==> src/rtl/bram_port_arbiter.sv <==
// Round-robin arbiter sharing BRAM port A between the AXI slave (r0) and the
// recipe-lookup engine (r1), with a bounded lock and tagged read return.

module bram_port_ret #(
  parameter int DATA_W = 32
) (
  input  logic              axi_aclk,
  input  logic              reset_ah,
  input  logic              hit,
  input  logic [DATA_W-1:0] bram_douta,
  output logic              rvalid,
  output logic [DATA_W-1:0] rdata
);
  logic [DATA_W-1:0] rdata_q;

  always_ff @(posedge axi_aclk) begin
    if (reset_ah)  rdata_q <= '0;
    else if (hit)  rdata_q <= bram_douta;
  end

  // douta is only valid in the return cycle, so pass it through then and hold it after
  assign rvalid = hit;
  assign rdata  = hit ? bram_douta : rdata_q;
endmodule

module bram_port_arbiter #(
  parameter int ADDR_W   = 10,
  parameter int DATA_W   = 32,
  parameter int RD_LAT   = 2,
  parameter int LOCK_MAX = 16
) (
  input  logic              axi_aclk,
  input  logic              reset_ah,
  input  logic              r0_req,
  input  logic              r0_we,
  input  logic              r0_lock,
  input  logic [ADDR_W-1:0] r0_addr,
  input  logic [DATA_W-1:0] r0_wdata,
  output logic              r0_gnt,
  output logic              r0_rvalid,
  output logic [DATA_W-1:0] r0_rdata,
  input  logic              r1_req,
  input  logic              r1_we,
  input  logic              r1_lock,
  input  logic [ADDR_W-1:0] r1_addr,
  input  logic [DATA_W-1:0] r1_wdata,
  output logic              r1_gnt,
  output logic              r1_rvalid,
  output logic [DATA_W-1:0] r1_rdata,
  output logic              bram_ena,
  output logic              bram_wea,
  output logic [ADDR_W-1:0] bram_addra,
  output logic [DATA_W-1:0] bram_dina,
  input  logic [DATA_W-1:0] bram_douta
);
  localparam int NR     = 2;
  localparam int STAGES = RD_LAT;
  localparam int CW     = $clog2(LOCK_MAX + 1);
  localparam logic [CW-1:0] CNT_MAX = LOCK_MAX[CW-1:0];

  typedef struct packed {
    logic              req;
    logic              we;
    logic              lock;
    logic [ADDR_W-1:0] addr;
    logic [DATA_W-1:0] wdata;
  } req_t;

  typedef struct packed {
    logic vld;
    logic id;
  } tag_t;

  req_t [NR-1:0]     rq;
  tag_t [STAGES:0]   vld_pipe;
  tag_t              tag_nxt;
  logic [NR-1:0]     gnt;
  logic              win;
  logic              both;
  logic              last_winner;
  logic              lock_vld;
  logic              lock_owner;
  logic [CW-1:0]     lock_cnt;
  logic [NR-1:0]     hit;
  logic [NR-1:0]     rvalid;
  logic [NR-1:0][DATA_W-1:0] rdata;

  assign rq[0] = '{req: r0_req, we: r0_we, lock: r0_lock, addr: r0_addr, wdata: r0_wdata};
  assign rq[1] = '{req: r1_req, we: r1_we, lock: r1_lock, addr: r1_addr, wdata: r1_wdata};
  assign both  = rq[0].req & rq[1].req;

  always_comb begin
    gnt     = '0;
    win     = 1'b0;
    tag_nxt = '0;
    if (!reset_ah) begin
      unique case ({rq[1].req, rq[0].req})
        2'b01:   win = 1'b0;
        2'b10:   win = 1'b1;
        2'b11:   if (lock_vld) win = (lock_cnt < CNT_MAX) ? lock_owner : ~lock_owner;
                 else          win = ~last_winner;
        default: win = 1'b0;
      endcase
      gnt[win]    = rq[0].req | rq[1].req;
      tag_nxt.vld = (|gnt) & ~rq[win].we;
      tag_nxt.id  = win;
    end
  end

  always_ff @(posedge axi_aclk) begin
    if (reset_ah) begin
      last_winner <= 1'b1;
      lock_vld    <= 1'b0;
      lock_owner  <= 1'b0;
      lock_cnt    <= '0;
      bram_ena    <= 1'b0;
      bram_wea    <= 1'b0;
      bram_addra  <= '0;
      bram_dina   <= '0;
      vld_pipe    <= '0;
    end else begin
      bram_ena <= |gnt;
      bram_wea <= (|gnt) & rq[win].we;
      vld_pipe <= {vld_pipe[STAGES-1:0], tag_nxt};
      if (|gnt) begin
        bram_addra  <= rq[win].addr;
        bram_dina   <= rq[win].wdata;
        last_winner <= win;
        if (rq[win].lock) begin
          lock_vld   <= 1'b1;
          lock_owner <= win;
          // count only contested grants; an uncontested lock never expires
          if (lock_vld && lock_owner == win)
            lock_cnt <= (both && lock_cnt != CNT_MAX) ? lock_cnt + 1'b1 : lock_cnt;
          else
            lock_cnt <= CW'(both);
        end else begin
          lock_vld <= 1'b0;
          lock_cnt <= '0;
        end
      end
    end
  end

  for (genvar i = 0; i < NR; i++) begin : g_ret
    assign hit[i] = vld_pipe[STAGES].vld && (vld_pipe[STAGES].id == 1'(i));
    bram_port_ret #(.DATA_W(DATA_W)) u_ret (
      .axi_aclk  (axi_aclk),
      .reset_ah  (reset_ah),
      .hit       (hit[i]),
      .bram_douta(bram_douta),
      .rvalid    (rvalid[i]),
      .rdata     (rdata[i])
    );
  end

  assign r0_gnt    = gnt[0];
  assign r1_gnt    = gnt[1];
  assign r0_rvalid = rvalid[0];
  assign r1_rvalid = rvalid[1];
  assign r0_rdata  = rdata[0];
  assign r1_rdata  = rdata[1];
endmodule

==> config.mk <==
export PLATFORM = sky130hd
export DESIGN_NAME = bram_port_arbiter
export DESIGN_NICKNAME = d
export VERILOG_FILES = /design/src/rtl/bram_port_arbiter.sv
export SDC_FILE = /design/constraint.sdc
export NUM_CORES = 1
export LEC_CHECK = 0
export ABC_CLOCK_PERIOD_IN_PS = 1730
export BUFFER_PORTS_ARGS = -buffer_cell sky130_fd_sc_hd__buf_2
export CAP_MARGIN = 20
export CORE_MARGIN = 1.5
export CORE_UTILIZATION = 43
export DETAILED_ROUTE_END_ITERATION = 12
export PLACE_DENSITY = 0.77
export SYNTH_ARGS = -nofsm -noshare
export SYNTH_HDL_FRONTEND = slang
export SYNTH_HIERARCHICAL = 1
export SYNTH_SLANG_ARGS = --single-unit
==> constraint.sdc <==
create_clock -name axi_aclk -period 1.73 [get_ports axi_aclk]
set_input_delay 0.346 -clock axi_aclk [delete_from_list [all_inputs] [get_ports axi_aclk]]
set_output_delay 0.346 -clock axi_aclk [all_outputs]
set_load 0.1 [all_outputs]
==> results by group <==
Placed design
  • DP HPWL: 10200 µm
  • # port buffers: 235
  • Cells after DPL: 901
  • Placer congestion estimate: 0.845
  • Setup slack at placement: -0.0261 ns
  • Post-place instance area: 7190 µm²

Global route
  • First-pass GRT wire length: 25200 µm
  • Vias in the first global route: 4999
  • Initial antenna violation count: 0
  • Gr ovfl total: 0
  • Total track usage: 0.247
  • Largest net degree at the start of global routing: 47

Critical path
  • Setup Crit Path Kind: flip-flop to output pin
  • Critical path arrival: 1.71 ns
  • Critical path buffers and inverters: 2
  • Slowest-stage cell, CP: mux2_2
  • Crit path cell chain: nor2b_4 -> buf_12 -> mux2_2 -> buf_6
  • Crit end category: output pin
  • FF-to-FF path depth: 7
  • Crit-path max FO: 18
  • Delay-heaviest family, CP: buffers and inverters
  • Reg-to-Reg Start: last_winner
  • Crit-path max cell delay: 0.38 ns
  • Critical Path RT: 1.38 ns
  • R2R Setup Slk: 0.11 ns
  • R2R Path End: bram_dina[17]
  • Nature of the critical path startpoint: flip-flop

Detailed routing
  • First-pass iteration count of the detailed router: 5
  • Vias post-DR: 4855
  • Drc violations: 0
  • Routed vias/inst: 5.11
  • ANT nets after route: 0
  • Final wirelength: 16500 µm
  • Avg WL per Cell: 17.3 µm
  • Initial DRC Count: 291

Logic synthesis
  • Most area-consuming cells after synthesis: dfxtp_1 (46%), mux2_4 (17%), nor2b_1 (8.3%)
  • Area leader, netlist: dfxtp_1
  • Syn Nets: 636
  • Post-synth ARST share: 0
  • Synth cell types: 44
  • Syn. warnings: 6
  • Mux cell area share after synthesis: 0.181
  • Syn avg cell area: 10.5 µm²
  • Syn Inst Count: 510
  • Post-synthesis instance area: 5340 µm²
  • Top-area cell type share of the netlist area: 0.458
  • Post-synthesis adder-cell area fraction: 0.00469
  • EDFF count, synth: 0
  • Top_reg_cell synth: dfxtp_1
  • Synth Register Bits: 122
  • Compound-Gate Fraction of Synth Area: 0.131
  • XOR/XNOR Fraction of Synth Area: 0.00328
  • Seq/Total Area, Yosys: 0.458
  • Largest family of logic cells by synthesized area: multiplexers
  • Simple-gate share of the synthesized area: 0.173

Floorplan
  • Die width: 114 µm
  • Core ar.: 12100 µm²
  • Initial Utilization: 0.443
  • Die ar.: 13100 µm²
  • Row cnt: 40
  • Die Ht: 114 µm
  • IO Pins: 236

Pwr
  • Peak VDD IR: 841 µV
  • Leakage: 3.89 nW
  • P per Cell Area: 974 nW/µm²

STA
  • Final Worst Setup Slack: -0.325 ns
  • Final min period: 2.06 ns
  • Slew Viols, Final: 0
  • Clock skew: 0.00668 ns
  • Fin. Hold Viols: 0
  • Finish-stage setup viols: 68
  • RSZ-0062 raised after global routing: true
  • Rel. slew slack: 0.669
  • Worst-margin pin slew: 0.500 ns
  • Peak Freq: 487 MHz
  • Period Utilization, post-route: 1.19
  • Total Neg Setup Slack: -17.69 ns

Run
  • Max-Cap Viols: 0

Clock tree
  • Clock-pin slew on the worst setup and hold paths: 0.05 ns
  • CTS tree: done
  • Worst-Skew Late Latency: 0.40 ns
  • Root buffer cell: clkbuf_16
  • Longest Clk Path Bufs: 2
  • H-tree lvl count: 4
  • CTS Buf Count: 17
  • Clock sinks: 122

Cells and area
  • N_diodes: 0
  • Design area: 8700 µm²
  • Final cell count without fillers: 950
  • P&R area growth vs syn: 63.1%
  • Share of cells above drive strength 1: 0.518
  • NumNets Final: 895

Hold path
  • Hold depth: 3
  • Worst Hold Class: primary input to flip-flop
  • Hold path start: r0_wdata[18]
  • Hold path endpoint: bram_dina[18]

Run status
  • Failing checks: setup timing
  • Outcome: finished, violations left
==> Yosys cell counts, types with 6 or more instances <==
cell and count:
o221ai_1 28, inv_1 6, buf_6 9, o21ai_0 7, nand2_1 76, buf_2 9
clkbuf_1 19, nand3_1 6, nor2b_1 71, a21oi_1 17, mux2_4 60, a211oi_2 10
a211oi_1 7, dfxtp_1 122, nor2_1 20
==> cell families after synthesis <==
group | after synthesis
xor gates and xnor gates | 2
muxes | 66
DFF | 122
and+or+nand+nor | 185
adders and majority gates | 2
AOI/OAI and AO/OA | 86
buffers and inverters | 47
==> metrics by stage <==
| stage | hold WS [ns] | util | total power, W |
|---|---|---|---|
| final | 0.187 | 0.722 | 0.00848 |
| after global routing | 0.177 | 0.722 | 0.00875 |
| after CTS | 0.167 | 0.713 | 0.00851 |
| after global placement | 0.420 | 0.596 | 0.00475 |
| after detailed placement | 0.426 | 0.596 | 0.00479 |
| after floorplan | 0.414 | - | 0.00434 |
==> how the worst max path moves through the flow <==
| stage | slack [ns] | start | depth (start not counted) | to |
|---|---|---|---|---|
| floorplan | -0.04 | lock_cnt[4] | 6 | r0_gnt |
| global placement | 0.005 | vld_pipe[4] | 4 | r1_rdata[31] |
| detailed placement | -0.03 | vld_pipe[4] | 4 | r1_rdata[29] |
| global route | -0.37 | vld_pipe[5] | 4 | r0_rdata[31] |
| finish | -0.33 | vld_pipe[5] | 4 | r0_rdata[31] |
| CTS | -0.33 | vld_pipe[4] | 4 | r1_rdata[29] |
==> repair_timing <==
item | CTS | global route
hold buffers | 0 | 0
buffers inserted | 8 | 7
endpoints found under the hold margin | 0 | 0
pin swaps | 4 | 4
cloned | 1 | 1
setup endpoints to repair | 67 | 82
gates resized for setup | 190 | 10
==> where the power goes <==
part           total, W  leakage, nW  switching (W)  internal (W)
Combinational   0.00187         2.60        0.00133      0.000538
Clock           0.00362        0.297        0.00121       0.00241
Sequential      0.00299        0.999      0.0000570       0.00293
==> sequential cells by signal, indices dropped and copies added (netlist names) <==
signal	cells
bram_addra	10
bram_ena	1
bram_dina	32
lock_cnt	5
bram_wea	1
lock_vld	1
last_winner	1
g_ret.u_ret/rdata_q	64
lock_owner	1
vld_pipe	6
==> area by class of cell <==
type | instances | area (µm²)
clock buffers | 25 | 495
clock inverters | 7 | 113
fillers | 763 | 3360
inverters | 6 | 26.3
multi-input cells | 341 | 2730
flip-flops and latches | 122 | 2450
well taps | 168 | 210
repair buffers | 281 | 2670
==> worst register-to-register path, delay by kind of cell, from the launching register on <==
family | cells | cell delay [ns]
AO/OA/AOI/OAI | 2 | 0.42
buffers and inverters | 3 | 0.48
flip-flops | 1 | 0.33
AND/OR/NAND/NOR | 2 | 0.34
==> routing by layer <==
layer  vias to the layer above  wire [µm]  GRT usage
li1                       2294          -          -
met1                      2290       6150      0.267
met2                       237       8950      0.465
met3                        34       1010     0.0566
met4                         0        372     0.0975
met5                         -          0          0
==> cells in the final DEF, fill, tap and decap left out, types with 5 or more instances in the layout <==
| cell type | instances |
|---|---|
| nand2_1 | 74 |
| mux2_4 | 63 |
| buf_12 | 71 |
| a211oi_2 | 10 |
| dfxtp_1 | 116 |
| a211oi_1 | 7 |
| o221ai_1 | 28 |
| nor2_1 | 17 |
| clkbuf_16 | 18 |
| o21ai_0 | 7 |
| nand3_1 | 6 |
| buf_6 | 7 |
| buf_4 | 33 |
| inv_1 | 5 |
| buf_2 | 166 |
| a21oi_1 | 17 |
| nor2b_1 | 70 |
(Power assumes the default switching activity.)
